$ cat config.mk
export PLATFORM = sky130hd
export DESIGN_NAME = claa_pipe_addsub
export DESIGN_NICKNAME = d
export VERILOG_FILES = /design/src/rtl/claa_pkg.sv /design/src/rtl/claa_group.sv /design/src/rtl/claa_pipe_addsub.sv
export SDC_FILE = /design/constraint.sdc
export NUM_CORES = 1
export LEC_CHECK = 0
export ABC_AREA = 1
export BUFFER_PORTS_ARGS = -buffer_cell sky130_fd_sc_hd__buf_2
export CAP_MARGIN = 20
export CORE_MARGIN = 2
export CORE_UTILIZATION = 30
export CTS_CLUSTER_DIAMETER = 30
export CTS_CLUSTER_SIZE = 8
export DETAILED_ROUTE_END_ITERATION = 10
export PLACE_DENSITY = 0.57
export REMOVE_ABC_BUFFERS = 1
export SKIP_LAST_GASP = 1
export SYNTH_ARGS = -nofsm -noshare
export SYNTH_HDL_FRONTEND = slang
export SYNTH_SLANG_ARGS = --single-unit
$ cat constraint.sdc
create_clock -name clk -period 1.9 [get_ports clk]
set_input_delay 0.19 -clock clk [delete_from_list [all_inputs] [get_ports clk]]
set_output_delay 0.19 -clock clk [all_outputs]
set_load 0.05 [all_outputs]
$ cat src/rtl/claa_pkg.sv
// Shared types and helpers for the pipelined carry-lookahead adder/subtractor.
package claa_pkg;

    typedef struct packed {
        logic g;
        logic p;
    } grp_pg_t;

    typedef enum logic {
        MODE_ADD = 1'b0,
        MODE_SUB = 1'b1
    } mode_e;

    function automatic int calc_ng(input int width, input int group);
        return width / group;
    endfunction

endpackage

$ cat src/rtl/claa_group.sv
// One GROUP-bit lookahead slice: every carry is a flat generate/propagate product, never a ripple.
module claa_group
    import claa_pkg::*;
#(
    parameter int GROUP = 4
) (
    input  logic [GROUP-1:0] a,
    input  logic [GROUP-1:0] b,
    input  logic             cin,
    output logic [GROUP-1:0] sum,
    output grp_pg_t          pg,
    output logic             cout,
    output logic             c_msb_in
);

    logic [GROUP-1:0] g, p;
    logic [GROUP:0]   gen_c, prop_c, c;
    logic             acc, pp;

    assign g = a & b;
    assign p = a ^ b;

    // gen_c[i]: carry generated inside bits [i-1:0]; prop_c[i]: all of them propagate
    always_comb begin
        gen_c  = '0;
        prop_c = '0;
        acc    = 1'b0;
        pp     = 1'b1;
        for (int i = 0; i <= GROUP; i++) begin
            acc = 1'b0;
            pp  = 1'b1;
            for (int j = i - 1; j >= 0; j--) begin
                acc = acc | (g[j] & pp);
                pp  = pp & p[j];
            end
            gen_c[i]  = acc;
            prop_c[i] = pp;
        end
    end

    assign c        = gen_c | (prop_c & {(GROUP+1){cin}});
    assign sum      = p ^ c[GROUP-1:0];
    assign pg.g     = gen_c[GROUP];
    assign pg.p     = prop_c[GROUP];
    assign cout     = c[GROUP];
    assign c_msb_in = c[GROUP-1];

endmodule

$ cat src/rtl/claa_pipe_addsub.sv
// Pipelined lookahead add/sub: one group per stage, operands skewed in, sum bits deskewed out.
module claa_pipe_addsub
    import claa_pkg::*;
#(
    parameter int WIDTH = 16,
    parameter int GROUP = 4
) (
    input  logic             clk,
    input  logic             rst_n,
    input  logic             in_valid,
    output logic             in_ready,
    input  logic [WIDTH-1:0] in_a,
    input  logic [WIDTH-1:0] in_b,
    input  logic             in_cin,
    input  logic             in_sub,
    output logic             out_valid,
    input  logic             out_ready,
    output logic [WIDTH-1:0] out_sum,
    output logic             out_cout,
    output logic             out_ovf,
    output logic             out_zero
);

    localparam int NG = calc_ng(WIDTH, GROUP);

    if (WIDTH % GROUP != 0) begin : g_bad_width
        $error("claa_pipe_addsub: WIDTH must be a multiple of GROUP");
    end

    logic                     adv;
    mode_e                    mode;
    logic [NG-1:0]            vld_pipe;
    logic [NG-1:0][WIDTH-1:0] a_q, b_q, s_q;
    logic [NG-1:0]            c_q;
    logic                     ovf_q, zero_q;

    // stage sources (sa/sb/sc/ss) and merged stage results (ns)
    logic [NG-1:0][WIDTH-1:0] sa, sb, ss, ns;
    logic [NG-1:0]            sc;
    logic [NG-1:0][GROUP-1:0] gsum;
    grp_pg_t [NG-1:0]         gpg;
    logic [NG-1:0]            gco, gcm;

    assign mode     = in_sub ? MODE_SUB : MODE_ADD;
    assign adv      = !vld_pipe[NG-1] || out_ready;
    assign in_ready = adv;

    assign sa[0] = in_a;
    assign sb[0] = (mode == MODE_SUB) ? ~in_b : in_b;
    assign sc[0] = (mode == MODE_SUB) || in_cin;
    assign ss[0] = '0;

    for (genvar k = 0; k < NG; k++) begin : g_stage
        if (k > 0) begin : g_src
            assign sa[k] = a_q[k-1];
            assign sb[k] = b_q[k-1];
            assign sc[k] = c_q[k-1];
            assign ss[k] = s_q[k-1];
        end

        claa_group #(.GROUP(GROUP)) u_grp (
            .a        (sa[k][k*GROUP +: GROUP]),
            .b        (sb[k][k*GROUP +: GROUP]),
            .cin      (sc[k]),
            .sum      (gsum[k]),
            .pg       (gpg[k]),
            .cout     (gco[k]),
            .c_msb_in (gcm[k])
        );

        // deskewed sum is zero above the groups already resolved, so OR merges cleanly
        assign ns[k] = ss[k] | (WIDTH'(gsum[k]) << (k*GROUP));
    end

    always_ff @(posedge clk or negedge rst_n) begin
        if (!rst_n) begin
            vld_pipe <= '0;
            a_q      <= '0;
            b_q      <= '0;
            s_q      <= '0;
            c_q      <= '0;
            ovf_q    <= 1'b0;
            zero_q   <= 1'b0;
        end else if (adv) begin
            vld_pipe <= (vld_pipe << 1) | NG'(in_valid);
            for (int k = 0; k < NG; k++) begin
                a_q[k] <= sa[k];
                b_q[k] <= sb[k];
                s_q[k] <= ns[k];
                c_q[k] <= gpg[k].g | (gpg[k].p & sc[k]);
            end
            ovf_q  <= gcm[NG-1] ^ gco[NG-1];
            zero_q <= (ns[NG-1] == '0);
        end
    end

    assign out_valid = vld_pipe[NG-1];
    assign out_sum   = s_q[NG-1];
    assign out_cout  = c_q[NG-1];
    assign out_ovf   = ovf_q;
    assign out_zero  = zero_q;

endmodule

==> flow_summary.json <==
{
  "power_mw": 9.065,
  "drive_gt1_share_pct": 15.22,
  "power_density_nw_per_um2": 1700,
  "dp.cells": 745,
  "viasPerCell": 4.462,
  "cts_buffer_depth": 2,
  "clockRootBuffer": "clkbuf_16",
  "synth_top_family_by_area": "simple AND/OR/NAND/NOR gates",
  "grt_max_degree": 114,
  "yosysTopAreaCell": "dfrtp_1",
  "antenna_left": 0,
  "crit_type": "reg2out",
  "numCtsBuffers": 9,
  "maxSlewViolCount": 0,
  "final_core_util_pct": 36.41,
  "fin_cells": 762,
  "synth_xor_area_share_pct": 3.861,
  "cts_sinks": 98,
  "antenna_found_initial": 0,
  "drt-total-wl_um": 9222,
  "rsz0062_at_grt": "false",
  "post_dp_cell_area_sq_um": 5016,
  "grt_first_pass_wirelength_um": 15790,
  "fin_area_sq_um": 5331,
  "post_cts_buffers": 0,
  "synthesis.area_sq_um": 4537,
  "hold_ws_ns": 0.03870,
  "overflow": 0,
  "clkTransAtPathRegs_ns": 0.07,
  "netlist_top_cells_area": "dfrtp_1 (54%), nand2_1 (16%), o21ai_0 (5.1%)",
  "status": "finished clean",
  "h-tree-depth": 3,
  "synth_fa_ha_area_share_pct": 6.178,
  "synth_compound_area_share_pct": 7.998,
  "timing_hold_violations_final": 0,
  "gp_congestion": 0.7540,
  "dr.pass1.iters": 4,
  "maxCapViolCount": 0,
  "synth_seq_area_share_pct": 54.05,
  "track_usage_pct": 12.31,
  "power.leakage_nw": 2.717,
  "min_period_ns": 1.552,
  "drt_iter0_markers": 209,
  "coreArea_sq_um": 14640,
  "synth.mux.area_fraction_pct": 0,
  "timing.slew.headroom_pct": 68.30,
  "ys_types": 24,
  "insertion_delay_ns": 0.34,
  "startpoint_type": "flop",
  "ir_worst_vdd_mv": 0.6241,
  "syn_to_final_growth_pct": 17.51,
  "ios": 59,
  "preCtsSetupSlack_ns": 0.3416,
  "diodes": 0,
  "die_x_um": 127.0,
  "yosys.area.top_type_share_pct": 54.05,
  "yosys_warnings": 0,
  "cp.arrival_ns": 1.36,
  "cp-end-kind": "output port",
  "grtUsageMet2_pct": 22.55,
  "grt_pass1_vias": 3414,
  "synth-seq-cells": 98,
  "die-height_um": 127.0,
  "use_met3_pct": 4.062,
  "wire_per_inst_um": 12.10,
  "finalCritPeriodShare_pct": 81.69,
  "final.setup_skew_ns": 0.005865,
  "rows": 44,
  "cp.required_ns": 1.71,
  "hold_class": "in2reg",
  "finalSetupViolCount": 0,
  "drc": 0,
  "fmax_mhz": 644.3,
  "start_util_pct": 30.98,
  "grt_use_met1_pct": 13.63,
  "dp_hpwl_um": 6549,
  "io_buffers": 58,
  "busiest_layer": "met2",
  "syn_inst": 515,
  "cts_tree": "built",
  "yosys.area_share.simple_pct": 21.26,
  "tns_ns": 0,
  "layout.nets": 631,
  "dieArea_sq_um": 16120,
  "layout_setup_ws_ns": 0.3479,
  "vias": 3400,
  "worst_slew_pin_slew_ns": 0.4755,
  "crit_path_max_fanout": 11,
  "avgSynthCellArea_sq_um": 8.809
}
cell usage in the layout (no fill, tap or decap):
master / synthesis / layout
fa_1: 4 / 4
clkinv_4: 0 / 1
buf_2: 10 / 57
bufinv_16: 0 / 1
xnor2_1: 16 / 16
clkbuf_8: 0 / 1
buf_12: 0 / 2
a21oi_1: 10 / 10
clkinv_2: 0 / 1
o21ai_2: 1 / 1
nor2_1: 22 / 22
nand2_1: 194 / 194
or2_2: 1 / 1
inv_2: 1 / 1
o21ai_1: 11 / 11
clkbuf_16: 0 / 9
o21ai_0: 46 / 46
nor2_4: 1 / 1
buf_4: 9 / 9
nand3b_1: 5 / 5
clkinvlp_4: 0 / 3
ha_1: 16 / 16
dfrtp_1: 98 / 98
nand3_1: 16 / 16
o22ai_1: 1 / 1
a31oi_1: 2 / 2
inv_1: 41 / 41
nand4_1: 3 / 3
dlygate4sd3_1: 0 / 1
xor2_1: 4 / 4
power breakdown:
part / switching [mW] / internal, mW
sequential: 0.503 / 3.00
combinational: 2.49 / 1.24
clock: 0.773 / 1.06
critical path, cell delays in order, from the launching register on:
cell and delay (ns):
dfrtp_1 0.37, inv_1 0.09, nor2_4 0.05, inv_2 0.19, buf_2 0.31
state kept, by name, summed over array words and instances (netlist names):
signal	cells
s_q	24
c_q	4
out_ovf	1
vld_pipe	4
out_zero	1
a_q	24
out_sum	16
b_q	24
Yosys cell counts:
cell and instances:
fa_1 4, buf_4 9, a31oi_1 2, nand4_1 3
inv_2 1, xor2_1 4, xnor2_1 16, nand3_1 16
nor2_1 22, o22ai_1 1, nor2_4 1, or2_2 1
inv_1 41, o21ai_1 11, o21ai_2 1, buf_6 2
dfrtp_1 98, o21ai_0 46, clkbuf_1 1, nand2_1 194
nand3b_1 5, a21oi_1 10, buf_2 10, ha_1 16
area by class of cell:
cell class              instances  area (sq um)
repair buffers                 69         402.9
flip-flops and latches         98          2452
fillers                      1516          9313
multi-input cells             353          1783
well taps                     184         230.2
inverters                      42         157.7
clock buffers                  10         239.0
clock inverters                 6         66.31
repair_timing:
action	in CTS	in global routing
hold buffers	1	0
resized for setup	0	0
hold endpoints to repair	16	0
final timing paths:
kind                                    startpoint                endpoint  slack (ns)  cells after the start
max in group asynchronous                    rst_n     a_q[27]$_DFFE_PN0P_        1.09                      3
hold / removal                             in_a[4]      a_q[4]$_DFFE_PN0P_        0.04                      3
setup reg to reg               a_q[45]$_DFFE_PN0P_    out_zero$_DFFE_PN0P_        0.38                      9
setup / recovery           vld_pipe[3]$_DFFE_PN0P_                in_ready        0.35                      4
min in group asynchronous                    rst_n  out_sum[8]$_DFFE_PN0P_        0.29                      2
hold reg to reg                 s_q[3]$_DFFE_PN0P_     s_q[19]$_DFFE_PN0P_        0.47                      2
cells by family (layout without fill, tap and decap cells):
| kind of cell | Yosys count | after routing |
|---|---|---|
| flip-flops | 98 | 98 |
| AO/OA/AOI/OAI | 71 | 71 |
| XOR/XNOR | 20 | 20 |
| adder cells (fa/ha/maj) | 20 | 20 |
| buffers and inverters | 64 | 127 |
| AND/OR/NAND/NOR | 242 | 242 |
routing by layer:
| metal | part of all wire [%] | up-vias |
|---|---|---|
| li1 | - | 1736 |
| met1 | 43 | 1575 |
| met2 | 51 | 74 |
| met3 | 4.5 | 15 |
| met4 | 1.5 | 0 |
| met5 | 0 | - |
(Power assumes the default switching activity.)
